===== config.mk =====
export PLATFORM = sky130hd
export DESIGN_NAME = ps2_kb_rx
export DESIGN_NICKNAME = d
export VERILOG_FILES = /design/src/rtl/ps2_kb_rx_pkg.sv /design/src/rtl/ps2_rx_fifo.sv /design/src/rtl/ps2_kb_rx.sv
export SDC_FILE = /design/constraint.sdc
export NUM_CORES = 1
export LEC_CHECK = 0
export CAP_MARGIN = 20
export CORE_ASPECT_RATIO = 1.2
export CORE_MARGIN = 3
export CORE_UTILIZATION = 64
export DETAILED_ROUTE_END_ITERATION = 12
export PLACE_DENSITY = 0.86
export SYNTH_ARGS = -nofsm -noshare
export SYNTH_HDL_FRONTEND = slang
export SYNTH_SLANG_ARGS = --single-unit

===== constraint.sdc =====
create_clock -name clk_i -period 4.4 [get_ports clk_i]
set_input_delay 1.32 -clock clk_i [delete_from_list [all_inputs] [get_ports clk_i]]
set_output_delay 1.32 -clock clk_i [all_outputs]
set_load 0.01 [all_outputs]

===== src/rtl/ps2_kb_rx_pkg.sv =====
// Shared PS/2 receive definitions: FSM state encodings, frame geometry and timeout default.
package ps2_kb_rx_pkg;

  localparam logic [1:0] ST_IDLE   = 2'd0;
  localparam logic [1:0] ST_DATA   = 2'd1;
  localparam logic [1:0] ST_PARITY = 2'd2;
  localparam logic [1:0] ST_STOP   = 2'd3;

  // start + 8 data + parity + stop
  localparam int FRAME_BITS = 11;

  localparam int DEFAULT_TIMEOUT_US = 200;

  // PS/2 uses odd parity: data plus parity bit must hold an odd number of ones.
  function automatic logic parityOk(input logic [7:0] dataByte, input logic parityBit);
    return ^{dataByte, parityBit};
  endfunction

endpackage


===== src/rtl/ps2_rx_fifo.sv =====
// First-word-fall-through scancode FIFO; head is visible on rdData whenever notEmpty is high.
module ps2_rx_fifo #(
  parameter int DEPTH = 8,
  parameter int WIDTH = 8
) (
  input  logic                     clk,
  input  logic                     rst,
  input  logic                     push,
  input  logic [WIDTH-1:0]         wrData,
  input  logic                     pop,
  output logic [WIDTH-1:0]         rdData,
  output logic                     notEmpty,
  output logic [$clog2(DEPTH):0]   count,
  output logic                     overflow
);

  localparam int AW = $clog2(DEPTH);

  logic [WIDTH-1:0] mem [DEPTH];
  logic [AW-1:0]    rdPtr;
  logic [AW-1:0]    wrPtr;
  logic             full;
  logic             doPop;
  logic             doPush;

  assign full     = (count == (AW+1)'(DEPTH));
  assign notEmpty = (count != '0);
  assign doPop    = pop && notEmpty;
  // A pop in the same cycle frees the slot, so a full FIFO still accepts the byte.
  assign doPush   = push && (!full || doPop);
  assign overflow = push && full && !pop;

  always_ff @(posedge clk or posedge rst) begin
    if (rst) begin
      rdPtr <= '0;
      wrPtr <= '0;
      count <= '0;
    end else begin
      if (doPush) wrPtr <= wrPtr + 1'b1;
      if (doPop)  rdPtr <= rdPtr + 1'b1;
      if (doPush && !doPop)      count <= count + 1'b1;
      else if (doPop && !doPush) count <= count - 1'b1;
    end
  end

  always_ff @(posedge clk) begin
    if (doPush) mem[wrPtr] <= wrData;
  end

  assign rdData = notEmpty ? mem[rdPtr] : '0;

endmodule


===== src/rtl/ps2_kb_rx.sv =====
// PS/2 keyboard receiver: synchronizes and de-glitches the PS/2 lines, deframes
// 11-bit frames with odd-parity and stop checks, and queues good scancodes.
module ps2_kb_rx
  import ps2_kb_rx_pkg::*;
#(
  parameter int CLK_FREQ   = 50000000,
  parameter int FIFO_DEPTH = 8,
  parameter int FILTER_LEN = 8,
  parameter int TIMEOUT_US = DEFAULT_TIMEOUT_US
) (
  input  logic                          clk_i,
  input  logic                          rst_i,
  input  logic                          kb_clk_i,
  input  logic                          kb_dat_i,
  input  logic                          rd_i,
  input  logic                          err_clr_i,
  output logic [7:0]                    data_o,
  output logic                          valid_o,
  output logic [$clog2(FIFO_DEPTH):0]   count_o,
  output logic                          parity_err_o,
  output logic                          frame_err_o,
  output logic                          overflow_o
);

  localparam int TIMEOUT_CYC = CLK_FREQ / 1000000 * TIMEOUT_US;
  localparam int TW          = $clog2(TIMEOUT_CYC + 1);
  localparam int FW          = $clog2(FILTER_LEN + 1);

  logic [1:0]    clkSync;
  logic [1:0]    datSync;
  logic          filtClk;
  logic          filtPrev;
  logic [FW-1:0] filtCnt;
  logic          fall;
  logic          datBit;

  logic [1:0]    state;
  logic [2:0]    bitCnt;
  logic [7:0]    shiftReg;
  logic          parityBit;
  logic [TW-1:0] tmoCnt;

  logic          timeout;
  logic          stopFall;
  logic          push;
  logic          parityErrEv;
  logic          frameErrEv;
  logic          fifoOvf;

  // Stage: 2-FF synchronizers, reset to the idle-high line level
  always_ff @(posedge clk_i or posedge rst_i) begin
    if (rst_i) begin
      clkSync <= 2'b11;
      datSync <= 2'b11;
    end else begin
      clkSync <= {clkSync[0], kb_clk_i};
      datSync <= {datSync[0], kb_dat_i};
    end
  end

  // Stage: glitch filter, flips only after FILTER_LEN consecutive opposite samples
  always_ff @(posedge clk_i or posedge rst_i) begin
    if (rst_i) begin
      filtClk  <= 1'b1;
      filtPrev <= 1'b1;
      filtCnt  <= '0;
    end else begin
      filtPrev <= filtClk;
      if (clkSync[1] == filtClk) begin
        filtCnt <= '0;
      end else if (filtCnt == FW'(FILTER_LEN - 1)) begin
        filtClk <= clkSync[1];
        filtCnt <= '0;
      end else begin
        filtCnt <= filtCnt + 1'b1;
      end
    end
  end

  assign fall   = filtPrev && !filtClk;
  assign datBit = datSync[1];

  assign timeout     = (state != ST_IDLE) && !fall && (tmoCnt == TW'(TIMEOUT_CYC - 1));
  assign stopFall    = fall && (state == ST_STOP);
  assign push        = stopFall && datBit && parityOk(shiftReg, parityBit);
  assign parityErrEv = stopFall && datBit && !parityOk(shiftReg, parityBit);
  assign frameErrEv  = (stopFall && !datBit) || timeout;

  // Stage: frame FSM and inactivity timeout
  always_ff @(posedge clk_i or posedge rst_i) begin
    if (rst_i) begin
      state     <= ST_IDLE;
      bitCnt    <= '0;
      shiftReg  <= '0;
      parityBit <= 1'b0;
      tmoCnt    <= '0;
    end else begin
      if (state == ST_IDLE || fall) tmoCnt <= '0;
      else                          tmoCnt <= tmoCnt + 1'b1;

      if (timeout) begin
        state  <= ST_IDLE;
        bitCnt <= '0;
      end else if (fall) begin
        case (state)
          ST_IDLE: begin
            if (!datBit) begin
              state  <= ST_DATA;
              bitCnt <= '0;
            end
          end
          ST_DATA: begin
            shiftReg <= {datBit, shiftReg[7:1]};
            bitCnt   <= bitCnt + 1'b1;
            if (bitCnt == 3'd7) state <= ST_PARITY;
          end
          ST_PARITY: begin
            parityBit <= datBit;
            state     <= ST_STOP;
          end
          default: state <= ST_IDLE;
        endcase
      end
    end
  end

  // Stage: sticky error flags; a fresh event outranks a simultaneous clear
  always_ff @(posedge clk_i or posedge rst_i) begin
    if (rst_i) begin
      parity_err_o <= 1'b0;
      frame_err_o  <= 1'b0;
      overflow_o   <= 1'b0;
    end else begin
      if (parityErrEv)    parity_err_o <= 1'b1;
      else if (err_clr_i) parity_err_o <= 1'b0;
      if (frameErrEv)     frame_err_o  <= 1'b1;
      else if (err_clr_i) frame_err_o  <= 1'b0;
      if (fifoOvf)        overflow_o   <= 1'b1;
      else if (err_clr_i) overflow_o   <= 1'b0;
    end
  end

  ps2_rx_fifo #(
    .DEPTH (FIFO_DEPTH),
    .WIDTH (8)
  ) uFifo (
    .clk      (clk_i),
    .rst      (rst_i),
    .push     (push),
    .wrData   (shiftReg),
    .pop      (rd_i),
    .rdData   (data_o),
    .notEmpty (valid_o),
    .count    (count_o),
    .overflow (fifoOvf)
  );

endmodule


==> out/metrics.cfg <==
[final_layout]
multi_input_area_um2 = 1670
drive_gt1_share_pct = 22.0
register_area_um2 = 3210
synthToLayoutAreaGrowth_pct = 18.5
diodes = 0
fillers = 408
nets = 379

[yosys]
synth_commonest_cells = edfxtp_1 (64), dfrtp_1 (45), nor2_1 (31)
syn_nets = 342
yosysWarnings = 0
ys.flop_type = edfxtp_1
syn_inst = 322
synth.top_cell.area_share_pct = 38.8
yosysMostFrequentCell = edfxtp_1
syn_area_per_cell_um2 = 15.4
synth_area_leaders = edfxtp_1 (39%), dfrtp_1 (23%), mux4_2 (7.3%)
synth-seq-cells = 115
ys_seq_area_share_pct = 64.7
synth_top_area_cell = edfxtp_1
synth-edff-count = 64
synth_area_um2 = 4950
synthArstFlopShare_pct = 44.3
synth_cell_types = 49

[critical_path]
crit_fanout = 18
r2r_cells = 13
crit_arrival_ps = 2530
regToRegEndpoint = uFifo.count[3]
required_ps = 3080
path_buf_inv = 1
endpoint_kind = primary output
crit_family = flip-flops
critPathMaxStageDelay_ps = 830
crit_path_start_kind = flop
slowest_stage = dfrtp_1
path_cells = mux4_2, mux2i_1, nor2_1, clkdlybuf4s50_1
reg2reg_from = shiftReg[7]
critPathKind = flop to primary output
rrSetupSlack_ps = 1220

[power]
pwr-share-seq_pct = 43.9
power.density_nw_per_um2 = 471
p_comb_share_pct = 8.2
switching_power_w = 0.000646
p_clk_share_pct = 47.9
ir_drop_mv = 0.439
leakage_nw = 2.16
switching_share_pct = 23.4
internal_power_w = 0.00212

[worst_hold_path]
hold_end = datSync[1]
hp-class = flop to flop
hp-start = datSync[0]
hold_path_depth = 0

[detailed_routing]
num_vias = 2792
drc = 0
drtIter0Drc = 153
drt_wl_total_um = 8950
dr.pass1.iters = 4
vias_per_cell = 6.04
post_drt_wl_per_cell_um = 19.4
ant_nets = 0

[status]
status = complete, no violations

[die]
ioPinCount = 22
start_util_pct = 66.9
die_h_um = 102
rows = 34
die-area_um2 = 8830
fp.dieW_um = 86.3
core_region_area_um2 = 7400

[sta]
maxSlewViolCount = 0
worst_pin_slew_ps = 930
slew_headroom_pct = 37.5
whs_ps = 352
finalSetupTns_ps = 0
fin_crit_sh_pct = 87.6
hold_viol = 0
max_freq_mhz = 260
setup_viol = 0
rsz0062_at_grt = false
clock_skew_ps = 14.9
period_minus_slack_ps = 3850

[global_routing]
globalRouteMet3Util_pct = 7.50
grt.met2_usage_pct = 41.5
grt_max_degree = 52
gr-usage-all-layers_pct = 23.3
grt.busiest_layer = met2
grt.overflow.total = 0
grt_pass1_vias = 2923
use_met1_pct = 26.9
grt_pass1_wl_um = 15000
antenna_found_initial = 0

[clock_tree]
path_clk_slew_ps = 60
clk_path_buf_depth = 2
postCtsSetupRepairBufs = 0
clock-sinks = 115
clock-root-buffer = clkbuf_8
cts_tree = done
cts_resized = 0
cts.htree.levels = 4
clock_latency_ps = 520
cts_buffers = 17
holdBufCountCts = 0

[place]
gp_congestion = 0.770
dpl.hpwl_um = 5530
port_buffers = 21

[run]
cap_violations = 0

[sequential cells by signal, summed over array words and instances, names as in the netlist]
name and flops:
parity_err_o 1, uFifo.wrPtr 3, clkSync 2, overflow_o 1, parityBit 1, uFifo.mem 64
filtClk 1, frame_err_o 1, uFifo.count 4, filtPrev 1, bitCnt 3, uFifo.rdPtr 3
shiftReg 8, tmoCnt 14, datSync 2, state 2, filtCnt 4
[worst max path at each step]
stage                               from              to  slack (ps)  cells past startpoint
after floorplan                     rd_i  uFifo.count[3]        1420                     11
after global placement              rd_i  uFifo.count[3]         850                     12
after detailed placement            rd_i  uFifo.count[3]         770                     12
after CTS                 uFifo.rdPtr[1]       data_o[4]         510                      4
after global routing      uFifo.rdPtr[1]       data_o[4]         390                      4
final                     uFifo.rdPtr[1]       data_o[5]         550                      4
[cell usage in the layout (no fill, tap or decap), types with 2 or more instances in the layout]
master / n
ha_1: 13
dfstp_2: 6
and3_1: 4
buf_4: 3
nand3_1: 7
clkdlybuf4s50_1: 21
o21ai_0: 4
nor2_1: 31
clkinv_2: 4
edfxtp_1: 64
nand4_1: 4
o22ai_1: 3
nand2b_1: 5
nor3_1: 7
or3_1: 2
xor2_1: 7
inv_1: 8
inv_2: 3
a21oi_1: 7
nor2b_1: 2
nand2_1: 16
dfrtp_1: 45
bufinv_16: 3
mux2i_1: 8
mux2_4: 2
mux4_2: 16
clkinv_4: 3
clkinvlp_4: 2
xnor2_1: 17
clkbuf_16: 16
mux2_2: 12
[power groups by stage]
stage	clock [W]	sequential [W]	combinational (W)
after floorplan	0	0.00122	0.000179
final	0.00133	0.00121	0.000226
after CTS	0.00135	0.00121	0.000226
after global routing	0.00140	0.00122	0.000249
after global placement	0	0.00123	0.000210
after detailed placement	0	0.00123	0.000218
[cell families (layout without fill, tap and decap cells)]
kind of cell    after synthesis  after routing  synth area share, %
mux                          39             39                 12.5
fa+ha+maj                    14             14                 3.69
flops                       115            115                 64.7
xor+xnor                     26             26                 5.03
compound gates               21             21                 3.03
buf+inv                      18             68                 1.44
simple gates                 89             89                 9.60
[per-stage QoR]
step           power (W)  area [um2]  worst slack, ps  util, %  cells
3_3_place_gp     0.00144        5270              853     71.1    429
4_1_cts          0.00278        5850              508     79.0    461
6_report         0.00276        5870              547     79.3    462
2_1_floorplan    0.00140        4950             1420        -    322
3_5_place_dp     0.00145        5270              766     71.1    429
5_1_grt          0.00287        5870              393     79.3    462
[layer usage]
layer / share of wire (%) / vias to the layer above
met5: 0 / -
met4: 1.5 / 0
met3: 4.3 / 14
met1: 38 / 1427
li1: - / 1272
met2: 56 / 79
[cell type report]
class,count,share of cell area (%)
inverters,11,0.704
clock inverters,14,2.79
repair buffers,25,4.31
well taps,90,1.92
clock buffers,18,7.12
flip-flops and latches,115,54.6
multi-input cells,189,28.5
(Power assumes the default switching activity.)
